**src/rtl/pipe_scoreboard_fwd_if.sv**
```systemverilog
// Decode-stage query/issue bundle between the ID stage and the hazard scoreboard.
// master = ID stage (drives issue and operand queries), slave = scoreboard.
interface pipe_scoreboard_fwd_if #(
  parameter int ADDR_W = 4,
  parameter int DEPTH  = 3,
  parameter int CNT_W  = 16
);
  localparam int SEL_W    = $clog2(DEPTH + 1);
  localparam int NUM_REGS = 2 ** ADDR_W;

  logic                forward_EN;
  logic                issue_valid;
  logic                issue_wb_en;
  logic                issue_is_load;
  logic [ADDR_W-1:0]   issue_dest;
  logic                flush;
  logic [ADDR_W-1:0]   src1;
  logic [ADDR_W-1:0]   src2;
  logic                use1;
  logic                use2;
  logic                stall;
  logic [SEL_W-1:0]    fwd_sel1;
  logic [SEL_W-1:0]    fwd_sel2;
  logic [NUM_REGS-1:0] pending;
  logic [CNT_W-1:0]    stall_cycles;
  logic [CNT_W-1:0]    fwd_cycles;

  modport master (
    output forward_EN, issue_valid, issue_wb_en, issue_is_load, issue_dest, flush,
           src1, src2, use1, use2,
    input  stall, fwd_sel1, fwd_sel2, pending, stall_cycles, fwd_cycles
  );

  modport slave (
    input  forward_EN, issue_valid, issue_wb_en, issue_is_load, issue_dest, flush,
           src1, src2, use1, use2,
    output stall, fwd_sel1, fwd_sel2, pending, stall_cycles, fwd_cycles
  );
endinterface

```
**src/rtl/pipe_scoreboard_fwd.sv**
```systemverilog
// Shift scoreboard of in-flight register writes; answers ID operand queries with zero latency.
// stall is the only backpressure: it freezes IF/ID and injects a bubble into stage 1.
module pipe_scoreboard_fwd #(
  parameter int ADDR_W     = 4,
  parameter int DEPTH      = 3,
  parameter int ALU_READY  = 1,
  parameter int LOAD_READY = 2,
  parameter int ZERO_REG   = 1,
  parameter int CNT_W      = 16
) (
  input  logic                 clk,
  input  logic                 rst,
  pipe_scoreboard_fwd_if.slave bus
);
  localparam int NUM_REGS = 2 ** ADDR_W;
  localparam int SEL_W    = $clog2(DEPTH + 1);

  typedef struct packed {
    logic             hazard;
    logic [SEL_W-1:0] sel;
  } query_t;

  logic [DEPTH:1]      v;
  logic [DEPTH:1]      ld;
  logic [ADDR_W-1:0]   dest [1:DEPTH];
  logic [CNT_W-1:0]    stall_cnt;
  logic [CNT_W-1:0]    fwd_cnt;
  query_t              q1;
  query_t              q2;
  logic                stall;
  logic                push;
  logic [SEL_W-1:0]    sel1;
  logic [SEL_W-1:0]    sel2;
  logic [NUM_REGS-1:0] pend;

  // Scan oldest to youngest so the youngest producer overwrites the match.
  function automatic query_t lookup(input logic [ADDR_W-1:0] src,
                                    input logic              use_i,
                                    input logic              fwd_en);
    query_t r;
    logic   hit;
    logic   m_ld;
    int     m;
    r    = '0;
    hit  = 1'b0;
    m_ld = 1'b0;
    m    = 0;
    for (int k = DEPTH; k >= 1; k--) begin
      if (v[k] && dest[k] == src) begin
        hit  = 1'b1;
        m    = k;
        m_ld = ld[k];
      end
    end
    if (use_i && !(ZERO_REG != 0 && src == '0) && hit) begin
      if (fwd_en && m >= (m_ld ? LOAD_READY : ALU_READY)) r.sel = SEL_W'(m);
      else r.hazard = 1'b1;
    end
    return r;
  endfunction

  always_comb begin
    q1    = lookup(bus.src1, bus.use1, bus.forward_EN);
    q2    = lookup(bus.src2, bus.use2, bus.forward_EN);
    stall = bus.issue_valid & ~bus.flush & (q1.hazard | q2.hazard);
    sel1  = stall ? '0 : q1.sel;
    sel2  = stall ? '0 : q2.sel;
    push  = bus.issue_valid & bus.issue_wb_en & ~stall & ~bus.flush &
            ~(ZERO_REG != 0 && bus.issue_dest == '0);
  end

  always_comb begin
    pend = '0;
    for (int k = 1; k <= DEPTH; k++) begin
      if (v[k]) pend[dest[k]] = 1'b1;
    end
  end

  always_ff @(posedge clk or negedge rst) begin
    if (!rst) begin
      v         <= '0;
      ld        <= '0;
      stall_cnt <= '0;
      fwd_cnt   <= '0;
      for (int k = 1; k <= DEPTH; k++) dest[k] <= '0;
    end else begin
      for (int k = DEPTH; k >= 2; k--) begin
        v[k]    <= v[k-1];
        ld[k]   <= ld[k-1];
        dest[k] <= dest[k-1];
      end
      v[1]    <= push;
      ld[1]   <= bus.issue_is_load;
      dest[1] <= bus.issue_dest;
      if (stall && stall_cnt != {CNT_W{1'b1}})
        stall_cnt <= stall_cnt + CNT_W'(1);
      if (!stall && (sel1 != '0 || sel2 != '0) && fwd_cnt != {CNT_W{1'b1}})
        fwd_cnt <= fwd_cnt + CNT_W'(1);
    end
  end

  assign bus.stall        = stall;
  assign bus.fwd_sel1     = sel1;
  assign bus.fwd_sel2     = sel2;
  assign bus.pending      = pend;
  assign bus.stall_cycles = stall_cnt;
  assign bus.fwd_cycles   = fwd_cnt;
endmodule

```
**src/flat_wrapper.sv**
```systemverilog
// flat-port wrapper written by rule: the top's interface ports become plain ports
module pipe_scoreboard_fwd_flat 
#(
  parameter int ADDR_W     = 4,
  parameter int DEPTH      = 3,
  parameter int ALU_READY  = 1,
  parameter int LOAD_READY = 2,
  parameter int ZERO_REG   = 1,
  parameter int CNT_W      = 16
)
  (clk, rst, bus_forward_EN, bus_issue_valid, bus_issue_wb_en, bus_issue_is_load, bus_issue_dest, bus_flush, bus_src1, bus_src2, bus_use1, bus_use2, bus_stall, bus_fwd_sel1, bus_fwd_sel2, bus_pending, bus_stall_cycles, bus_fwd_cycles);
  pipe_scoreboard_fwd_if #(.ADDR_W(ADDR_W), .DEPTH(DEPTH), .CNT_W(CNT_W)) bus_i ();
  input  logic clk;
  input  logic rst;
  input wire logic [$bits(bus_i.forward_EN)-1:0] bus_forward_EN;
  input wire logic [$bits(bus_i.issue_valid)-1:0] bus_issue_valid;
  input wire logic [$bits(bus_i.issue_wb_en)-1:0] bus_issue_wb_en;
  input wire logic [$bits(bus_i.issue_is_load)-1:0] bus_issue_is_load;
  input wire logic [$bits(bus_i.issue_dest)-1:0] bus_issue_dest;
  input wire logic [$bits(bus_i.flush)-1:0] bus_flush;
  input wire logic [$bits(bus_i.src1)-1:0] bus_src1;
  input wire logic [$bits(bus_i.src2)-1:0] bus_src2;
  input wire logic [$bits(bus_i.use1)-1:0] bus_use1;
  input wire logic [$bits(bus_i.use2)-1:0] bus_use2;
  output wire logic [$bits(bus_i.stall)-1:0] bus_stall;
  output wire logic [$bits(bus_i.fwd_sel1)-1:0] bus_fwd_sel1;
  output wire logic [$bits(bus_i.fwd_sel2)-1:0] bus_fwd_sel2;
  output wire logic [$bits(bus_i.pending)-1:0] bus_pending;
  output wire logic [$bits(bus_i.stall_cycles)-1:0] bus_stall_cycles;
  output wire logic [$bits(bus_i.fwd_cycles)-1:0] bus_fwd_cycles;
  assign bus_i.forward_EN = bus_forward_EN;
  assign bus_i.issue_valid = bus_issue_valid;
  assign bus_i.issue_wb_en = bus_issue_wb_en;
  assign bus_i.issue_is_load = bus_issue_is_load;
  assign bus_i.issue_dest = bus_issue_dest;
  assign bus_i.flush = bus_flush;
  assign bus_i.src1 = bus_src1;
  assign bus_i.src2 = bus_src2;
  assign bus_i.use1 = bus_use1;
  assign bus_i.use2 = bus_use2;
  assign bus_stall = bus_i.stall;
  assign bus_fwd_sel1 = bus_i.fwd_sel1;
  assign bus_fwd_sel2 = bus_i.fwd_sel2;
  assign bus_pending = bus_i.pending;
  assign bus_stall_cycles = bus_i.stall_cycles;
  assign bus_fwd_cycles = bus_i.fwd_cycles;
  pipe_scoreboard_fwd #(.ADDR_W(ADDR_W), .DEPTH(DEPTH), .ALU_READY(ALU_READY), .LOAD_READY(LOAD_READY), .ZERO_REG(ZERO_REG), .CNT_W(CNT_W)) u_core (.clk(clk), .rst(rst), .bus(bus_i));
endmodule
```
**config.mk**
```make
export PLATFORM = sky130hd
export DESIGN_NAME = pipe_scoreboard_fwd_flat
export DESIGN_NICKNAME = d
export VERILOG_FILES = /design/src/rtl/pipe_scoreboard_fwd_if.sv /design/src/rtl/pipe_scoreboard_fwd.sv /design/src/flat_wrapper.sv
export SDC_FILE = /design/constraint.sdc
export NUM_CORES = 1
export LEC_CHECK = 0
export BUFFER_PORTS_ARGS = -buffer_cell sky130_fd_sc_hd__buf_4
export CORE_MARGIN = 10
export CORE_UTILIZATION = 49
export DETAILED_ROUTE_END_ITERATION = 12
export HOLD_SLACK_MARGIN = 0.15
export PLACE_DENSITY = 0.77
export SYNTH_ARGS = -nofsm -noshare
export SYNTH_HDL_FRONTEND = slang
export SYNTH_SLANG_ARGS = --single-unit
```
**constraint.sdc**
```tcl
create_clock -name clk -period 3.1 [get_ports clk]
set_clock_uncertainty 0.05 [all_clocks]
set_input_delay 0.465 -clock clk [delete_from_list [all_inputs] [get_ports clk]]
set_output_delay 0.465 -clock clk [all_outputs]
set_load 0.02 [all_outputs]
```
Word-level counts from Yosys, hierarchy flattened. Index checks and enable logic that the tools add are counted.

Bits of input ports: 21. Flip-flop bits (word level): 50.

Add/sub/neg operators: 2. Muxes and demuxes: 37. Bitwise gates (word level): 12. Magnitude comparators: 8. Reduce and logical (&&, ||, !) cells: 27. Eq/ne operators: 8.

Operator list (number): 32-bit 2-to-1 mux (2); 16-bit 2-to-1 mux (3); 16-bit by 1-bit adder with 16-bit output (second input constant) (2); 3-bit by 32-bit greater-or-equal comparator with 1-bit output (1); 32-bit greater-or-equal comparator (1); 16-bit != test (second input constant) (2); 16-bit OR (2); 4-bit == test (6); 2-bit 2-to-1 mux (10); 1-bit logical AND (18); 1-bit 2-to-1 mux (17); 4-bit by 5-bit less-than comparator with 1-bit output (second input constant) (3); 1-bit demux with 4-bit select (3); 4-bit by 1-bit greater-or-equal comparator with 1-bit output (second input constant) (3); 4-bit zero test (3); 1-bit bitwise AND (6); 3-bit 2-to-1 mux (2); 2-bit nonzero test (2); 1-bit zero test (3); 1-bit inverter (3); 1-bit logical OR (1); 1-bit OR (1).

Logic depth before layout (Yosys ltp). Gate-level depths: netlist (run 1).

Word-level depth: 17. Gate-level depth with buffers: 18. Gate-level depth less buffers: 16.

Worst setup path before layout (run 1). No wires, ideal clock.

Kind: input to output. From: input port bus_src1[1]. To: output port bus_fwd_sel1[0]. Slack: -0.452 ns. Arrival time: 3.037 ns. Buffers on the path: 1. Stages on the path: 14. Cell sequence: clkbuf_1 -> xor2_1 -> nor4_4 -> nor2_1 -> a22oi_1 -> nor2_1 -> a21oi_1 -> ha_1 -> inv_1 -> a21boi_0 -> o21ai_0 -> o311ai_2 -> nand2_4 -> nor4_1.

Longest elaborated chain between the ends: 13. Elaborated cells on any way between the ends: 28. Those cells by class: order compare: 1; eq/ne: 3; mux: 14; bitwise: 2; reduce/logical: 8.

Ends and longest elaborated chain: from (decl) (line flat_wrapper.sv:21) `input wire logic [$bits(bus_i.src1)-1:0] bus_src1;`; 4-bit == test (line pipe_scoreboard_fwd.sv:49) `if (v[k] && dest[k] == src) begin`; 1-bit logical AND (line pipe_scoreboard_fwd.sv:49); 1-bit 2-to-1 mux (3 in a row) (line pipe_scoreboard_fwd.sv:49); 2-bit 2-to-1 mux (line pipe_scoreboard_fwd.sv:56) `if (fwd_en && m >= (m_ld ? LOAD_READY : ALU_READY)) r.sel = SEL_W'(m);`; 32-bit greater-or-equal comparator (line pipe_scoreboard_fwd.sv:56); 1-bit logical AND (line pipe_scoreboard_fwd.sv:56); 1-bit 2-to-1 mux (line pipe_scoreboard_fwd.sv:56); 3-bit 2-to-1 mux (*) (line pipe_scoreboard_fwd.sv:55) `if (use_i && !(ZERO_REG != 0 && src == '0) && hit) begin`; 1-bit OR (*) (line pipe_scoreboard_fwd.sv:65) `stall = bus.issue_valid & ~bus.flush & (q1.hazard | q2.hazard);`; 1-bit bitwise AND (*) (line pipe_scoreboard_fwd.sv:65); net bus_stall (line flat_wrapper.sv:25) `output wire logic [$bits(bus_i.stall)-1:0] bus_stall;`; 2-bit 2-to-1 mux (*) (line pipe_scoreboard_fwd.sv:66) `sel1 = stall ? '0 : q1.sel;`; to (decl) (line flat_wrapper.sv:26) `output wire logic [$bits(bus_i.fwd_sel1)-1:0] bus_fwd_sel1;`.

Mark *: on every way through the listed nets, which the timed path passes. The rest lies on a longest branch.

Final worst setup path (run 1).
From: register u_core.dest[5] (netlist bit). To: output port bus_fwd_sel2[0].

Longest elaborated chain between the ends: 12. Elaborated cells on any way between the ends: 32. Those cells by class: order compare: 2; eq/ne: 2; mux: 20; bitwise: 2; reduce/logical: 6.

Ends and longest elaborated chain: from (decl) (line pipe_scoreboard_fwd.sv:25) `logic [ADDR_W-1:0] dest [1:DEPTH];`; from (signal, indexed assignment) (line pipe_scoreboard_fwd.sv:90) `dest[k] <= dest[k-1];`; 4-bit == test (line pipe_scoreboard_fwd.sv:49); 1-bit logical AND (line pipe_scoreboard_fwd.sv:49); 1-bit 2-to-1 mux (2 in a row) (line pipe_scoreboard_fwd.sv:49); 2-bit 2-to-1 mux (line pipe_scoreboard_fwd.sv:56); 32-bit greater-or-equal comparator or 3-bit by 32-bit greater-or-equal comparator with 1-bit output (tied branches) (line pipe_scoreboard_fwd.sv:56); 1-bit logical AND (line pipe_scoreboard_fwd.sv:56); 1-bit 2-to-1 mux (line pipe_scoreboard_fwd.sv:56); 3-bit 2-to-1 mux (line pipe_scoreboard_fwd.sv:55); 1-bit OR (line pipe_scoreboard_fwd.sv:65); 1-bit bitwise AND (line pipe_scoreboard_fwd.sv:65); 2-bit 2-to-1 mux (*) (line pipe_scoreboard_fwd.sv:67) `sel2 = stall ? '0 : q2.sel;`; to (decl) (line flat_wrapper.sv:27) `output wire logic [$bits(bus_i.fwd_sel2)-1:0] bus_fwd_sel2;`.

Every way passes the cells marked *; elsewhere a longest branch is shown, timed or not.

==> run_results.csv, run 1 <==
group,metric,value,unit
run_status,outcome,"finished, violations left",
run_status,failed_checks,"setup timing",
hold_path,holdPathStages,1,
placement,dpl.cell_count,498,
setup_path,worstPathCellList,"or2b_1 -> o2111ai_2 -> nor4_4 -> buf_4 -> a22o_1 -> mux2i_1 -> ha_1 -> nand2b_4 -> a21oi_4 -> o21ai_2 -> a311o_1 -> nand2_4 -> buf_12 -> nor2_1 -> buf_4",
floorplanning,die_x,99.5,um
logic_synthesis,postSynthCellCount,322,
timing,finalCriticalPeriod,3640,ps
floorplanning,die_area,9910,um^2
cells_and_area,design_area,4610,um^2
setup_path,crit_top_cell,"buf_4",
clock_network,cts_root_buf,"clkbuf_8",
setup_path,worstPathMaxFanout,6,
drt,drc,0,
timing,rsz0062_at_grt,"true",
cells_and_area,drive_above_1_share,45.4,%
setup_path,worst_ep_required_time,2580,ps
power,p_leak,0.00220,uW
setup_path,r2r-start,"u_core.dest[5]$_DFF_PN0_",
timing,setup_violations,37,
drt,dr.pass1.iters,5,
logic_synthesis,synth_seq_cells,50,
placement,port_buffers,73,
logic_synthesis,synth-edff-count,0,
clock_network,clock_latency,310,ps
cells_and_area,final_core_util,76.5,%
floorplanning,core,6030,um^2
setup_path,r2r_end,"u_core.bus.stall_cycles[1]$_DFFE_PN0P_",
clock_network,clockBufferDepth,2,
setup_path,path_class,"flop to output port",
cells_and_area,nFillCells,401,
timing,timing.fmax,275,MHz
logic_synthesis,synth_area,3100,um^2
grt,grt_overflow_total,0,
setup_path,crit_path_start_kind,"flop",
clock_network,cts_tree,"done",
logic_synthesis,ys.flop_type,"dfrtp_1",
floorplanning,pin_count,74,
logic_synthesis,syn_avg_cell_area,9.62,um^2
timing,worst_slack,-535,ps
grt,grt_pass1_vias,3058,
drt,ant_nets,0,
cells_and_area,diodes,0,
setup_path,end_kind,"output port",
timing,final.period_utilization,117,%
logic_synthesis,yosysUniqueCellTypes,57,
floorplanning,start_util,51.4,%
clock_network,clock-sinks,50,
timing,fin_tns_setup,-10880,ps
timing,slew_headroom,58.2,%
grt,grt_pass1_wl,14900,um
clock_network,cts_buffers,5,
logic_synthesis,synthArstFlopShare,100,%
flow_run,cap_violations,0,
drt,routed_wl,9510,um
hold_path,hold_start,"bus_issue_is_load",
hold_path,hp-class,"input pin to flop",
setup_path,crit_arrival,3120,ps
hold_path,hold_end,"u_core.ld[1]$_DFF_PN0_",
clock_network,cts-htree-levels,2,
grt,track_usage,18.0,%
placement,place_area,4070,um^2
timing,tightestPinTransition,626,ps
power,peakVddDrop,0.442,mV
timing,final_max_slew_viol_count,0,
drt,routed_via_density,5.74,
cells_and_area,final_cells,531,
floorplanning,die_h,99.5,um
power,power_density,315,nW/um^2
clock_network,cts.clk_slew.worst_paths,90,ps
drt,vias,3047,
floorplanning,rows,28,
logic_synthesis,synth_warnings,0,
drt,drtIter0Drc,165,
setup_path,r2r_slack,-360,ps
setup_path,slowest_stage,"dfrtp_1",
logic_synthesis,synth_nets,349,
setup_path,r2r_cells,16,
logic_synthesis,ys_seq_area_share,40.4,%
grt,grt_max_degree,51,
placement,dp_slack,-524,ps
cells_and_area,fin_nets,482,
drt,post_drt_wl_per_cell,17.9,um
grt,antenna_found_initial,0,
timing,finalHoldViolations,0,
placement,hpwlAfterDp,6580,um
placement,gp_congestion,0.902,
setup_path,max_stage_delay,430,ps
cells_and_area,syn_to_final_growth,48.7,%
-- power breakdown --
group | internal [uW] | total, uW | switching [uW]
sequential | 677 | 713 | 36.1
clock | 241 | 464 | 223
combinational | 130 | 276 | 146
total | 1050 | 1450 | 405
-- layout make-up --
type | instances | area, um^2 | area share [%]
Multi-Input combinational cell | 248 | 2000 | 43.4
Inverter | 8 | 30.0 | 0.651
Tap cell | 75 | 93.8 | 2.04
Timing Repair Buffer | 142 | 1120 | 24.3
Clock inverter | 2 | 37.5 | 0.814
Clock buffer | 6 | 72.6 | 1.57
Sequential cell | 50 | 1250 | 27.2
-- cell usage after synthesis, types with 2 or more instances --
| cell type | n | area, um^2 |
|---|---|---|
| buf_4 | 2 | 15.0 |
| nand4_1 | 17 | 106 |
| nor3_1 | 3 | 15.0 |
| a22oi_1 | 11 | 82.6 |
| a21oi_1 | 3 | 15.0 |
| and3_1 | 14 | 87.6 |
| mux2i_1 | 2 | 20.0 |
| ha_1 | 6 | 75.1 |
| or2b_1 | 2 | 15.0 |
| nor4_1 | 3 | 18.8 |
| nand2_1 | 37 | 139 |
| clkbuf_1 | 10 | 37.5 |
| nand3_1 | 22 | 110 |
| nor2b_1 | 5 | 31.3 |
| a211o_2 | 2 | 20.0 |
| inv_1 | 8 | 30.0 |
| xnor2_1 | 32 | 280 |
| and3b_1 | 2 | 17.5 |
| nor3b_1 | 3 | 22.5 |
| a32oi_1 | 5 | 43.8 |
| buf_6 | 3 | 33.8 |
| mux2_2 | 2 | 22.5 |
| dfrtp_1 | 50 | 1250 |
| xor2_1 | 18 | 158 |
| nor2_1 | 18 | 67.6 |
| and3_2 | 7 | 52.6 |
| o21ai_0 | 5 | 25.0 |
-- metal layers --
metal | share of wire [%] | vias up | GRT usage [%] | routed length, um
met5 | 0 | - | 0 | 0
met4 | 1.5 | 0 | 5.18 | 142
met3 | 8.0 | 16 | 5.12 | 759
met2 | 51 | 118 | 30.6 | 4810
met1 | 40 | 1503 | 21.6 | 3810
li1 | - | 1410 | - | -
-- per-stage QoR --
stage          hold WS, ps  total power (uW)
2_1_floorplan          119               840
3_3_place_gp           357               949
3_5_place_dp           351               959
4_1_cts                197              1450
5_1_grt                192              1520
6_report               207              1450
-- logic make-up after synthesis --
logic type / count (synthesis) / synth area share [%]
and+or+nand+nor: 146 / 26.2
xor gates and xnor gates: 50 / 14.1
DFF: 50 / 40.4
AOI/OAI and AO/OA: 41 / 11.1
buffers and inverters: 25 / 4.36
adders and majority gates: 6 / 2.42
muxes: 4 / 1.37
-- timing repair --
item / in CTS / in global routing
endpoints found under the hold margin: 50 / 0
hold buffers: 1 / 0
pin swaps: 7 / 16
endpoints found under the setup margin: 37 / 37
buffers inserted: 17 / 7
cloned: 2 / 0
resized for setup: 21 / 21
-- worst max-delay path by stage --
stage | start | to | slack (ps) | cells past startpoint
6_report | u_core.dest[5]$_DFF_PN0_ | bus_fwd_sel2[0] | -540 | 15
5_1_grt | u_core.dest[4]$_DFF_PN0_ | bus_fwd_sel2[0] | -710 | 15
4_1_cts | u_core.dest[5]$_DFF_PN0_ | bus_fwd_sel1[1] | -510 | 14
3_5_place_dp | bus_src2[1] | u_core.bus.stall_cycles[1]$_DFFE_PN0P_ | -520 | 15
3_3_place_gp | bus_src2[1] | u_core.bus.stall_cycles[1]$_DFFE_PN0P_ | -410 | 15
2_1_floorplan | bus_src1[2] | u_core.bus.stall_cycles[3]$_DFFE_PN0P_ | -240 | 17
-- layout by cell type (no fill, tap or decap), drive strengths merged, types with 3 or more instances in the layout --
master / count
ha: 6
a21oi: 5
o21ai: 5
nand4: 17
a32oi: 5
a22oi: 11
nor4: 5
nand2: 38
dfrtp: 50
or2b: 3
nor2: 18
clkbuf: 6
nor3: 3
nand3: 23
xor2: 18
inv: 8
nor3b: 3
xnor2: 32
a21boi: 3
buf: 141
and3: 21
nor2b: 5
-- sequential cells by signal (all words and copies together), names as in the netlist --
| signal | count |
|---|---|
| u_core.bus.fwd_cycles | 16 |
| u_core.bus.stall_cycles | 16 |
| u_core.dest | 12 |
| u_core.ld | 3 |
| u_core.v | 3 |
-- critical path: cells and delay by family, from the launching register on --
kind | cells | cell delay (ps)
flops | 1 | 430
buf+inv | 3 | 400
mux | 1 | 200
fa+ha+maj | 1 | 270
simple gates | 5 | 610
compound gates | 5 | 900
(Power assumes the default switching activity.)
==> run 2: changes to the inputs <==
CORE_UTILIZATION = 50   (was 49)
CTS_BUF_LIST = sky130_fd_sc_hd__clkbuf_4 sky130_fd_sc_hd__clkbuf_8   (was not set)
PLACE_DENSITY = 0.78   (was 0.77)
SETUP_SLACK_MARGIN = 0.15   (was not set)
==> run_results.csv, run 2 (same netlist as run 1, synthesis figures left out) <==
group,metric,value,unit
cells_and_area,most-common-layout-cells,"buf_4, dfrtp_1, nand2_1",
floorplanning,pin_count,74,
cells_and_area,syn_to_final_growth,48.7,%
clock_network,clock_latency,310,ps
cells_and_area,final_common_cell,"buf_4",
grt,grt_pass1_vias,3030,
clock_network,clockBufferDepth,2,
clock_network,cts_root_buf,"clkbuf_8",
drt,post_drt_wl_per_cell,18.4,um
setup_path,endpoint,"bus_fwd_sel1[0]",
floorplanning,die_area,9750,um^2
timing,setup_violations,37,
drt,drtIter0Drc,115,
drt,ant_nets,0,
placement,hpwlAfterDp,6760,um
timing,final_max_slew_viol_count,0,
setup_path,r2r_slack,-400,ps
timing,rsz0062_at_grt,"true",
power,power.total,1390,uW
placement,dp_slack,-511,ps
grt,antenna_found_initial,0,
placement,port_buffers,73,
setup_path,worstPathMaxFanout,4,
setup_path,crit_arrival,3100,ps
floorplanning,die_h,98.7,um
run_status,outcome,"finished, violations left",
power,p_leak,0.00225,uW
cells_and_area,fin_nets,481,
cells_and_area,final_cells,530,
floorplanning,rows,28,
drt,dr.pass1.iters,5,
floorplanning,start_util,52.0,%
timing,final.period_utilization,117,%
cells_and_area,drive_above_1_share,47.5,%
grt,track_usage,18.3,%
timing,timing.fmax,277,MHz
drt,drc,0,
floorplanning,core,5960,um^2
setup_path,end_kind,"output port",
timing,finalHoldViolations,0,
setup_path,r2r_cells,17,
placement,dpl.cell_count,502,
setup_path,r2r-start,"u_core.dest[4]$_DFF_PN0_",
run_status,failed_checks,"setup timing",
power,power_density,301,nW/um^2
setup_path,r2r_end,"u_core.bus.stall_cycles[4]$_DFFE_PN0P_",
drt,routed_via_density,5.75,
timing,worst_hold_slack,204,ps
hold_path,hp-class,"input pin to flop",
clock_network,cts_buffers,5,
placement,gp_congestion,0.892,
grt,grt_pass1_wl,15100,um
setup_path,worst_ep_required_time,2580,ps
clock_network,cts.clk_slew.worst_paths,100,ps
setup_path,critPathLaunch,"u_core.dest[4]$_DFF_PN0_",
timing,finalCriticalPeriod,3610,ps
cells_and_area,diodes,0,
timing,worst_slack,-514,ps
timing,slew_headroom,42.7,%
drt,routed_wl,9730,um
power,peakVddDrop,0.472,mV
grt,grt_overflow_total,0,
hold_path,hold_start,"bus_issue_is_load",
clock_network,cts-htree-levels,2,
floorplanning,die_x,98.7,um
drt,vias,3049,
setup_path,crit_path_start_kind,"flop",
clock_network,cts_tree,"done",
grt,grt_max_degree,51,
setup_path,path_class,"flop to output port",
timing,tightestPinTransition,848,ps
clock_network,clock-sinks,50,
flow_run,cap_violations,0,
## run 2: cell types whose count changed in the layout (fill, tap and decap cells not counted), sizes merged
cell	before	now
bufinv	1	0
clkinv	0	1
clkinvlp	1	0
clkbuf	6	7
buf	141	140
## run 2: worst min path at each step
| stage | to | slack (ps) | cells after the start |
|---|---|---|---|
| global route | u_core.ld[1]$_DFF_PN0_ | 200 | 1 |
| detailed placement | u_core.ld[3]$_DFF_PN0_ | 350 | 0 |
| CTS | u_core.ld[1]$_DFF_PN0_ | 200 | 1 |
| floorplan | u_core.bus.fwd_cycles[0]$_DFFE_PN0P_ | 120 | 0 |
| finish | u_core.ld[1]$_DFF_PN0_ | 200 | 1 |
| global placement | u_core.ld[3]$_DFF_PN0_ | 360 | 0 |
## run 2: timing repair
action	in CTS	in global routing
gates cloned	1	0
endpoints found under the hold margin	33	0
pin swaps	9	20
hold buffers	1	0
gates resized for setup	23	29
setup endpoints to repair	37	38
setup buffers	7	11
## run 2: layer usage
| metal | vias to the layer above | wire length, um | global-route usage [%] |
|---|---|---|---|
| li1 | 1407 | - | - |
| met1 | 1481 | 4000 | 22.9 |
| met2 | 147 | 4800 | 30.3 |
| met3 | 14 | 809 | 4.96 |
| met4 | 0 | 119 | 5.29 |
| met5 | - | 0 | 0 |
## run 2: through the flow
step           utilization, %  TNS [ps]  area (um^2)
2_1_floorplan               -     -3140         3190
3_3_place_gp             68.7    -11480         4090
3_5_place_dp             68.7    -14790         4090
4_1_cts                  73.5     -8640         4380
5_1_grt                  77.4    -16760         4610
6_report                 77.4    -10250         4610
## run 2: final cells by class
type,instances,area (um^2)
Fill cell,405,1350
Clock buffer,7,90.1
Inverter,8,30.0
Clock inverter,1,5.00
Timing Repair Buffer,141,1090
Multi-Input combinational cell,248,2040
Tap cell,75,93.8
Sequential cell,50,1250
## run 2: where the power goes
group / internal (uW) / switching (uW)
combinational: 124 / 148
sequential: 677 / 33.6
clock: 189 / 217
## run 2: critical path: stages, from the launching register on
cell	delay, ps
dfrtp_1	430
or2b_1	280
o2111ai_4	120
nor4_4	60
buf_4	140
a22o_1	230
mux2i_2	190
ha_1	270
nand2b_4	150
a21oi_4	130
o21ai_2	70
a311o_1	320
nand2_4	90
buf_6	120
nor4_4	30
buf_4	190
==> run 3: changes to the inputs <==
RECOVER_POWER = 100   (was not set)
==> run_results.csv, run 3 (same netlist as run 1, synthesis figures left out) <==
group,metric,value,unit
drt,routed_via_density,5.75,
floorplanning,die_x,98.7,um
timing,rsz0062_at_grt,"true",
clock_network,cts.clk_slew.worst_paths,100,ps
clock_network,clock_latency,310,ps
placement,hpwlAfterDp,6760,um
cells_and_area,nFillCells,409,
timing,slew_headroom,43.3,%
placement,port_buffers,73,
timing,timing.fmax,277,MHz
clock_network,cts_tree,"done",
drt,drtIter0Drc,129,
setup_path,slowest_stage,"dfrtp_1",
timing,finalCriticalPeriod,3610,ps
grt,grt_max_degree,51,
clock_network,cts_buffers,5,
drt,ant_nets,0,
cells_and_area,final_common_cell,"buf_4",
grt,antenna_found_initial,0,
floorplanning,die_area,9750,um^2
cells_and_area,drive_above_1_share,46.4,%
floorplanning,pin_count,74,
setup_path,end_kind,"output port",
timing,finalHoldViolations,0,
drt,dr.pass1.iters,4,
setup_path,worst_ep_required_time,2580,ps
setup_path,worstPathCellList,"or2b_1 -> o2111ai_4 -> nor4_4 -> buf_4 -> a22o_1 -> mux2i_2 -> ha_1 -> nand2b_4 -> a21oi_4 -> o21ai_2 -> a311o_1 -> nand2_4 -> buf_6 -> nor4_4 -> buf_4",
clock_network,cts_root_buf,"clkbuf_8",
grt,grt_overflow_total,0,
timing,tightestPinTransition,840,ps
run_status,failed_checks,"setup timing",
floorplanning,die_h,98.7,um
setup_path,path_class,"flop to output port",
drt,vias,3050,
setup_path,worstPathBufferInverterCount,3,
timing,fin_tns_setup,-10050,ps
setup_path,worstPathMaxFanout,4,
setup_path,crit_path_start_kind,"flop",
timing,worst_slack,-508,ps
power,peakVddDrop,0.470,mV
timing,final_max_slew_viol_count,0,
clock_network,clock-sinks,50,
floorplanning,rows,28,
grt,track_usage,18.3,%
floorplanning,core,5960,um^2
hold_path,hp-class,"input pin to flop",
setup_path,max_stage_delay,420,ps
timing,setup_violations,37,
clock_network,cts-htree-levels,2,
cells_and_area,fin_nets,481,
cells_and_area,syn_to_final_growth,48.1,%
placement,gp_congestion,0.892,
cells_and_area,diodes,0,
power,p_leak,0.00223,uW
drt,post_drt_wl_per_cell,18.3,um
power,power.total,1380,uW
floorplanning,start_util,52.0,%
run_status,outcome,"finished, violations left",
cells_and_area,most-common-layout-cells,"buf_4, dfrtp_1, nand2_1",
setup_path,critical_path.top_delay_family,"compound AO/OA/AOI/OAI gates",
drt,routed_wl,9710,um
clock_network,clockBufferDepth,2,
flow_run,cap_violations,0,
drt,drc,0,
power,power_density,302,nW/um^2
timing,final.period_utilization,116,%
grt,grt_pass1_wl,15100,um
grt,grt_pass1_vias,3030,
setup_path,crit_arrival,3090,ps
-- run 3: area by class of cell --
cell class	instances	area [um^2]	area share [%]
Timing Repair Buffer	141	1080	23.4
Clock buffer	7	90.1	1.96
Inverter	8	30.0	0.654
Multi-Input combinational cell	248	2040	44.5
Sequential cell	50	1250	27.3
Tap cell	75	93.8	2.04
Clock inverter	1	5.00	0.109
-- run 3: final timing paths --
check                                              start                                     end  slack [ps]  cells past startpoint
min in group asynchronous                            rst    u_core.bus.fwd_cycles[4]$_DFFE_PN0P_         660                      2
worst max-delay path            u_core.dest[4]$_DFF_PN0_                         bus_fwd_sel1[0]        -510                     15
worst max register to register  u_core.dest[4]$_DFF_PN0_  u_core.bus.stall_cycles[4]$_DFFE_PN0P_        -390                     17
worst min-delay path                   bus_issue_is_load                  u_core.ld[1]$_DFF_PN0_         230                      1
worst min register to register    u_core.ld[2]$_DFF_PN0_                  u_core.ld[3]$_DFF_PN0_         390                      0
max in group asynchronous                            rst                u_core.dest[7]$_DFF_PN0_        1870                      2
-- run 3: what timing repair did --
action,CTS,global route
setup endpoints to repair,37,38
cloned,1,0
pin swaps,9,20
hold buffers,1,0
gates resized for setup,23,29
hold endpoints to repair,33,0
setup buffers,7,11
-- run 3: stage by stage --
| stage | hold WS [ps] | instances | utilization, % | setup slack (ps) | area, um^2 |
|---|---|---|---|---|---|
| 3_5_place_dp | 347 | 502 | 68.7 | -511 | 4090 |
| 2_1_floorplan | 119 | 322 | - | -237 | 3190 |
| 6_report | 225 | 530 | 77.1 | -508 | 4590 |
| 3_3_place_gp | 363 | 502 | 68.7 | -392 | 4090 |
| 5_1_grt | 219 | 530 | 77.1 | -669 | 4590 |
| 4_1_cts | 196 | 519 | 73.5 | -465 | 4380 |
-- run 3: where the power goes --
group	total (uW)	switching (uW)	internal, uW
clock network	404	215	189
registers	711	33.7	677
logic	269	148	121
-- run 3: metal layers --
| metal | track usage, % | wire [um] | vias to the layer above |
|---|---|---|---|
| met5 | 0 | 0 | - |
| met4 | 5.29 | 119 | 0 |
| met3 | 4.96 | 853 | 14 |
| met2 | 30.3 | 4810 | 150 |
| met1 | 22.9 | 3930 | 1474 |
| li1 | - | - | 1412 |
